$ cat config.mk
export PLATFORM = sky130hd
export DESIGN_NAME = cache_arbiter
export DESIGN_NICKNAME = d
export VERILOG_FILES = /design/src/rtl/cache_arbiter.sv
export SDC_FILE = /design/constraint.sdc
export NUM_CORES = 1
export LEC_CHECK = 0
export CAP_MARGIN = 20
export CORE_UTILIZATION = 30
export DETAILED_ROUTE_END_ITERATION = 8
export GPL_TIMING_DRIVEN = 0
export PLACE_DENSITY_LB_ADDON = 0.1
export SLEW_MARGIN = 25
export SYNTH_ARGS = -nofsm -noshare
export SYNTH_HDL_FRONTEND = slang
export SYNTH_SLANG_ARGS = --single-unit
$ cat constraint.sdc
create_clock -name clk -period 4.2 [get_ports clk]
set_input_delay 1.05 -clock clk [delete_from_list [all_inputs] [get_ports clk]]
set_output_delay 1.05 -clock clk [all_outputs]
set_load 0.01 [all_outputs]
$ cat src/rtl/cache_arbiter.sv
// Two-port round-robin arbiter in front of a single-ported cache: one command
// in flight at a time, with timeout abort and saturating per-port miss counters.
module cache_arbiter #(
  parameter int ADDR_W  = 32,
  parameter int DATA_W  = 32,
  parameter int TIMEOUT = 255,
  parameter int CNT_W   = 16
) (
  input  logic              clk,
  input  logic              rst_n,
  input  logic              req0,
  input  logic              req1,
  input  logic              wr0,
  input  logic              wr1,
  input  logic [ADDR_W-1:0] addr0,
  input  logic [ADDR_W-1:0] addr1,
  input  logic [DATA_W-1:0] data0,
  input  logic [DATA_W-1:0] data1,
  output logic              ack0,
  output logic              ack1,
  output logic [DATA_W-1:0] rdata0,
  output logic [DATA_W-1:0] rdata1,
  output logic              miss0,
  output logic              miss1,
  output logic              err0,
  output logic              err1,
  output logic              mem_wr,
  output logic [ADDR_W-1:0] mem_addr,
  output logic [DATA_W-1:0] mem_data,
  output logic              mem_valid,
  input  logic              mem_response,
  input  logic              mem_miss,
  input  logic [DATA_W-1:0] mem_out,
  output logic [CNT_W-1:0]  miss_cnt0,
  output logic [CNT_W-1:0]  miss_cnt1,
  output logic              busy
);

  localparam int TMR_W = $clog2(TIMEOUT + 1);

  typedef enum logic [1:0] {
    S_IDLE,
    S_ISSUE,
    S_WAIT,
    S_DONE
  } state_t;

  state_t             state;
  state_t             state_next;
  logic               grant;      // port owning the outstanding command
  logic               prio;       // port preferred when both request
  logic               has_last;   // a previous command exists to compare against
  logic               last_wr;    // un-toggled wr of the current/previous command
  logic [TMR_W-1:0]   timer;
  logic [TMR_W-1:0]   timer_inc;

  logic               start;
  logic               pick;
  logic               sel_wr;
  logic [ADDR_W-1:0]  sel_addr;
  logic [DATA_W-1:0]  sel_data;
  logic               cmd_same;
  logic               resp_ok;
  logic               timed_out;

  assign timer_inc = timer + TMR_W'(1);

  // Winner selection and command mux; only meaningful while in IDLE.
  assign pick     = (req0 && req1) ? prio : req1;
  assign sel_wr   = pick ? wr1   : wr0;
  assign sel_addr = pick ? addr1 : addr0;
  assign sel_data = pick ? data1 : data0;

  // mem_addr/mem_data still hold the previous command, so compare against them.
  assign cmd_same = has_last && (sel_wr == last_wr) &&
                    (sel_addr == mem_addr) && (sel_data == mem_data);

  // NOTE: every signal driven here gets a default before the case statement;
  // a path that leaves one unassigned would infer a latch.
  always_comb begin
    state_next = state;
    start      = 1'b0;
    resp_ok    = 1'b0;
    timed_out  = 1'b0;
    case (state)
      S_IDLE: begin
        if (req0 || req1) begin
          start      = 1'b1;
          state_next = S_ISSUE;
        end
      end
      S_ISSUE: state_next = S_WAIT;
      S_WAIT: begin
        // A response in the last allowed cycle still wins over the abort.
        if (mem_response) begin
          resp_ok    = 1'b1;
          state_next = S_DONE;
        end else if (timer_inc == TMR_W'(TIMEOUT)) begin
          timed_out  = 1'b1;
          state_next = S_DONE;
        end
      end
      S_DONE:  state_next = S_IDLE;
      default: state_next = S_IDLE;
    endcase
  end

  // NOTE: sequential state uses non-blocking assignments so every register
  // samples the pre-edge values regardless of statement order.
  always_ff @(posedge clk or negedge rst_n) begin
    if (!rst_n) state <= S_IDLE;
    else        state <= state_next;
  end

  // Command side: grant, mem_* lines, round-robin pointer and WAIT timer.
  always_ff @(posedge clk or negedge rst_n) begin
    if (!rst_n) begin
      grant     <= 1'b0;
      prio      <= 1'b0;
      has_last  <= 1'b0;
      last_wr   <= 1'b0;
      timer     <= '0;
      mem_wr    <= 1'b0;
      mem_addr  <= '0;
      mem_data  <= '0;
      mem_valid <= 1'b0;
      busy      <= 1'b0;
    end else begin
      // Registered from the next state so both line up exactly with the FSM.
      mem_valid <= (state_next == S_ISSUE) || (state_next == S_WAIT);
      busy      <= (state_next != S_IDLE);
      if (start) begin
        grant    <= pick;
        mem_addr <= sel_addr;
        mem_data <= sel_data;
        // A repeat of the previous command flips wr for the ISSUE cycle only,
        // so the cache still sees an edge on its command lines.
        mem_wr   <= sel_wr ^ cmd_same;
        last_wr  <= sel_wr;
        has_last <= 1'b1;
      end
      if (state == S_ISSUE) mem_wr <= last_wr;
      if (state == S_WAIT)  timer  <= timer_inc;
      if (state == S_DONE) begin
        prio  <= ~grant;
        timer <= '0;
      end
    end
  end

  // Response side: per-port ack/rdata/miss/err and saturating miss counters.
  always_ff @(posedge clk or negedge rst_n) begin
    if (!rst_n) begin
      ack0      <= 1'b0;
      ack1      <= 1'b0;
      rdata0    <= '0;
      rdata1    <= '0;
      miss0     <= 1'b0;
      miss1     <= 1'b0;
      err0      <= 1'b0;
      err1      <= 1'b0;
      miss_cnt0 <= '0;
      miss_cnt1 <= '0;
    end else begin
      ack0 <= 1'b0;
      ack1 <= 1'b0;
      if (resp_ok || timed_out) begin
        if (!grant) begin
          ack0   <= 1'b1;
          rdata0 <= resp_ok ? mem_out : '0;
          miss0  <= resp_ok & mem_miss;
          err0   <= timed_out;
        end else begin
          ack1   <= 1'b1;
          rdata1 <= resp_ok ? mem_out : '0;
          miss1  <= resp_ok & mem_miss;
          err1   <= timed_out;
        end
      end
      if (state == S_DONE) begin
        if (!grant && miss0 && !err0 && !(&miss_cnt0))
          miss_cnt0 <= miss_cnt0 + CNT_W'(1);
        if (grant && miss1 && !err1 && !(&miss_cnt1))
          miss_cnt1 <= miss_cnt1 + CNT_W'(1);
      end
    end
  end

endmodule
Word level (Yosys, flattened, before mapping):

Cells that the tools add are included.

* logic and storage cells: 88
* output and inout bits: 169
* register bits after elaboration: 183

* equal/unequal tests: 9
* bitwise gates (word level): 3
* add/sub/neg operators: 3
* reduce and logical (&&, ||, !) cells: 28
* muxes and demuxes: 24

Operator list (number)
* $mux W32: 3
* $eq A32 B32 Y1: 2
* $add A16 B1 Y16 const B: 2
* $reduce_and A16 Y1: 2
* $mux W8: 2
* $mux W1: 15
* $logic_and A1 B1 Y1: 10
* $add A8 B1 Y8 const B: 1
* $eq A8 B8 Y1 const B: 1
* $pmux W2 S4: 1
* $reduce_and A2 Y1: 4
* $eq A2 B2 Y1 const B: 3
* $mux W2: 3
* $reduce_bool A2 Y1: 3
* $logic_not A1 Y1: 5
* $eq A2 B1 Y1 const B: 2
* $logic_or A1 B1 Y1: 3
* $logic_not A2 Y1: 1
* $and A1 B1 Y1: 1
* $eq A1 B1 Y1: 1
* $not A1 Y1: 1
* $xor A1 B1 Y1: 1

Logic depth before layout (Yosys ltp):

Gate-level depths: netlist of run 1.

* depth after elaboration: 10
* gate-level depth with buffers: 10

Least setup slack after synthesis of run 1:

Ideal clock, no wire load.

* path type: in2reg
* start point: in req0
* end point: reg mem_wr
* required time: 4.108 ns
* library setup time: 0.092 ns
* setup slack: 1.156 ns
* buffers on the path: 2
* stages: 10
* data arrival time: 2.952 ns
* cell sequence: and2b_4 > nor2_8 > buf_2 > buf_2 > mux2i_1 > xor2_1 > nand4_1 > nor4_1 > a31oi_1 > o31ai_2

* word-level cells in the longest chain between the ends: 10
* elaborated cells between the ends (all ways): 18
* those cells by class: eq/ne: 3; mux: 8; bitwise: 1; reduce/logical: 6

Ends and longest elaborated chain
* start, declared: line 11 `input logic req0,`
* branches (longest 10 deep; another with $mux W32)
* end signal, assigned: line 138 `mem_wr <= sel_wr ^ cmd_same;`
* end signal, assigned: line 142 `if (state == S_ISSUE) mem_wr <= last_wr;`
* end, declared: line 27 `output logic mem_wr,`

Parallel ways; which one is timed is not known. The select of a mux whose other input is x is not followed.
A chain may end at the register's enable or synchronous reset.

Final worst setup path of run 1:

Same ends and word-level chain as after synthesis.

==> impl_results.md, run 1 <==
* Detailed placement HPWL at 25,300 µm
* Maximum vdd drop at 0.000288 V
* Yosys synthesis warning count at 0
* # rows at 62
* Syn_area_per_cell at 10.4 µm²
* GPL Wtd Cong at 0.873
* CP Capture Type: register
* Core area at 29,000 µm²
* DR pass1 iterations at 6
* RSZ-0062 raised after global routing: false
* Antenna viol nets, final at 0
* Most used DFF post-synth: dfrtp_1
* Post-synth EDFFs at 0
* Yosys cell types at 63
* Initial DRC count at 532
* Antenna violations before repair at 0
* Worst hold slack at 0.470 ns
* Final clock skew at 0.0255 ns
* Hold/Removal Path Class: reg -> reg
* Total GRT Usage at 0.222
* Die H at 175 µm
* Fin. Hold Viols at 0
* Total grt overflow at 0
* PwrDens at 646 nW/µm²
* CTS Buf Count at 17
* Most frequent cells in the layout: 335 x clkdlybuf4s50_1, 183 x dfrtp_1, 83 x nand2_1
* H-Tree Depth at 4
* Wire per inst at 20.8 µm
* Root buffer cell: clkbuf_16
* WS Path Type: in -> reg
* Post-DP Area at 12,800 µm²
* CTS Buffer Depth at 2
* Final Cycle Share at 0.904
* Final min period at 3.80 ns
* Synthesized flop and latch total at 183
* Io pins at 337
* Vias in the first global route at 8,449
* Final setup vio count at 0
* Fill cell count at 2,835
* F_max at 263 MHz
* First-pass GRT wire length at 51,100 µm
* DRC Markers at 0
* CP max FO at 10
* Critical Path Source Type: input port
* Final WL at 33,600 µm
* Clk_lat worst skew at 0.44 ns
* Async SR Flop Fraction at 1.00
* Post_cts resized at 0
* I/O Buffers at 336
* Commonest non-fill, non-tap cell in the layout: clkdlybuf4s50_1
* Pins Over Slew Limit at 0
* Via density at 5.06
* Setup slack after layout at 0.404 ns
* Placement Setup Slack at -0.0570 ns
* Least-Margin Pin Slew at 0.982 ns
* Routed vias at 8,177
* Critical Path RT at 4.53 ns
* P&R area growth vs syn at 50.2%
* Syn nets at 1,039
* Initial Util at 0.308
* Number of diodes at 0
* Final net count at 1,396
* Synth Instances at 862
* Status: finished clean
* Setup Buffers After CTS at 0
* Die area at 30,500 µm²
* Utilization after layout at 0.462
* Share of cells above drive strength 1 at 0.0430
* Design Area, Final at 13,400 µm²
* CTS tree: done
* Register area share after synthesis at 0.513
* Post-Synthesis Cell Area at 8930 µm²
* Die Wd at 175 µm
* Max cap viols at 0
* Tot Pwr at 8660 µW
* WP data arrival at 4.13 ns
* Clock slew at reported path FFs at 0.08 ns
* Cts hold-fix bufs at 0
* Pin count of the biggest net entering global routing at 77
* Clock sink count at 183
* Relative slew slack at 0.339
* Leak at 0.00571 µW
-- Yosys cell counts, types with 3 or more instances --
master | count | share of area
nor2b_1 | 5 | 0.0035
a211oi_1 | 6 | 0.0050
o21ai_0 | 63 | 0.035
nor3_1 | 3 | 0.0017
buf_2 | 8 | 0.0045
xor2_1 | 50 | 0.049
inv_1 | 38 | 0.016
clkbuf_1 | 33 | 0.014
a21boi_0 | 3 | 0.0025
and3_1 | 15 | 0.011
a21oi_1 | 23 | 0.013
nor4_1 | 8 | 0.0056
a2111oi_0 | 3 | 0.0029
nand2_1 | 83 | 0.035
a2111o_1 | 3 | 0.0038
nand3_1 | 25 | 0.014
nand2b_1 | 10 | 0.0070
o211ai_1 | 3 | 0.0025
mux2i_1 | 41 | 0.046
ha_1 | 9 | 0.013
nor2_1 | 47 | 0.020
o21ai_1 | 3 | 0.0017
xnor2_1 | 28 | 0.027
a22oi_1 | 4 | 0.0034
o22ai_1 | 7 | 0.0049
a31oi_1 | 17 | 0.012
a22o_1 | 67 | 0.066
dfrtp_1 | 183 | 0.51
and4_1 | 3 | 0.0029
a221oi_1 | 5 | 0.0049
nand4_1 | 23 | 0.016
o2111ai_1 | 4 | 0.0039
-- final timing paths --
path / from / endpoint / slack [ns] / cells past startpoint
setup / recovery: req0 / mem_wr / 0.40 / 11
hold / removal: has_last / has_last / 0.47 / 1
setup reg to reg: timer[0] / rdata1[26] / 0.94 / 8
hold reg to reg: has_last / has_last / 0.47 / 1
max in group asynchronous: rst_n / mem_data[28] / 2.91 / 2
min in group asynchronous: rst_n / miss_cnt1[9] / 0.53 / 1
-- layout make-up --
| type | count | area, µm² | area share |
|---|---|---|---|
| multi-input cells | 596 | 4020 | 0.299 |
| clock buffers | 18 | 429 | 0.0320 |
| inverters | 39 | 146 | 0.0109 |
| clock inverters | 14 | 153 | 0.0114 |
| well taps | 384 | 480 | 0.0358 |
| plain buffers | 44 | 186 | 0.0139 |
| repair buffers | 338 | 3420 | 0.255 |
| flip-flops and latches | 183 | 4580 | 0.341 |
-- sequential cells by signal (all words and copies together) (netlist names) --
name	cells
mem_data	32
err1	1
mem_wr	1
last_wr	1
ack1	1
prio	1
err0	1
miss1	1
timer	8
busy	1
miss_cnt0	16
miss0	1
has_last	1
ack0	1
mem_addr	32
mem_valid	1
state	2
rdata1	32
grant	1
rdata0	32
miss_cnt1	16
-- worst max-delay path: stages --
cell and delay, ns:
clkdlybuf4s50_1 0.47, and2b_4 0.24, nor2_8 0.22, buf_2 0.37
buf_2 0.39, mux2i_1 0.29, xor2_1 0.18, nand4_1 0.22
nor4_1 0.33, a31oi_1 0.13, o31ai_2 0.23
-- logic make-up (layout without fill, tap and decap cells) --
family / after synthesis / count (layout) / share of synthesized area
buffers and inverters: 83 / 453 / 0.0373
DFF: 183 / 183 / 0.513
xor gates and xnor gates: 78 / 78 / 0.0765
AOI/OAI and AO/OA: 231 / 231 / 0.182
adders and majority gates: 9 / 9 / 0.0126
muxes: 43 / 43 / 0.0485
and+or+nand+nor: 235 / 235 / 0.130
-- where the power goes --
group	total (µW)	internal [µW]	switching, µW
logic	4010	2050	1960
clock network	1620	800	819
registers	3030	2440	595
total	8660	5290	3380
-- per-layer routing --
layer  up-vias  track usage  routed length [µm]
met3        20       0.0630                2690
li1       3845            -                   -
met4         0       0.0543                 467
met5         -            0                   0
met2       323        0.367               15900
met1      3989        0.285               14500
-- through the flow --
step           instances  TNS [ns]
3_5_place_dp        1584   -0.0570
6_report            1616         0
3_3_place_gp        1582  -1158.47
4_1_cts             1616         0
5_1_grt             1616         0
2_1_floorplan        862         0
No activity file was read; power rests on OpenSTA's default activity.
==> inputs of run 2 (changes only) <==
--- a/config.mk
+++ b/config.mk
@@ -7,6 +7,8 @@
 export LEC_CHECK = 0
 export CAP_MARGIN = 20
 export CORE_UTILIZATION = 30
+export CTS_CLUSTER_DIAMETER = 200
+export CTS_CLUSTER_SIZE = 40
 export DETAILED_ROUTE_END_ITERATION = 8
 export GPL_TIMING_DRIVEN = 0
 export PLACE_DENSITY_LB_ADDON = 0.1
==> results of run 2 <==
No change in the layout: final DEF, timing and power equal those of run 1.
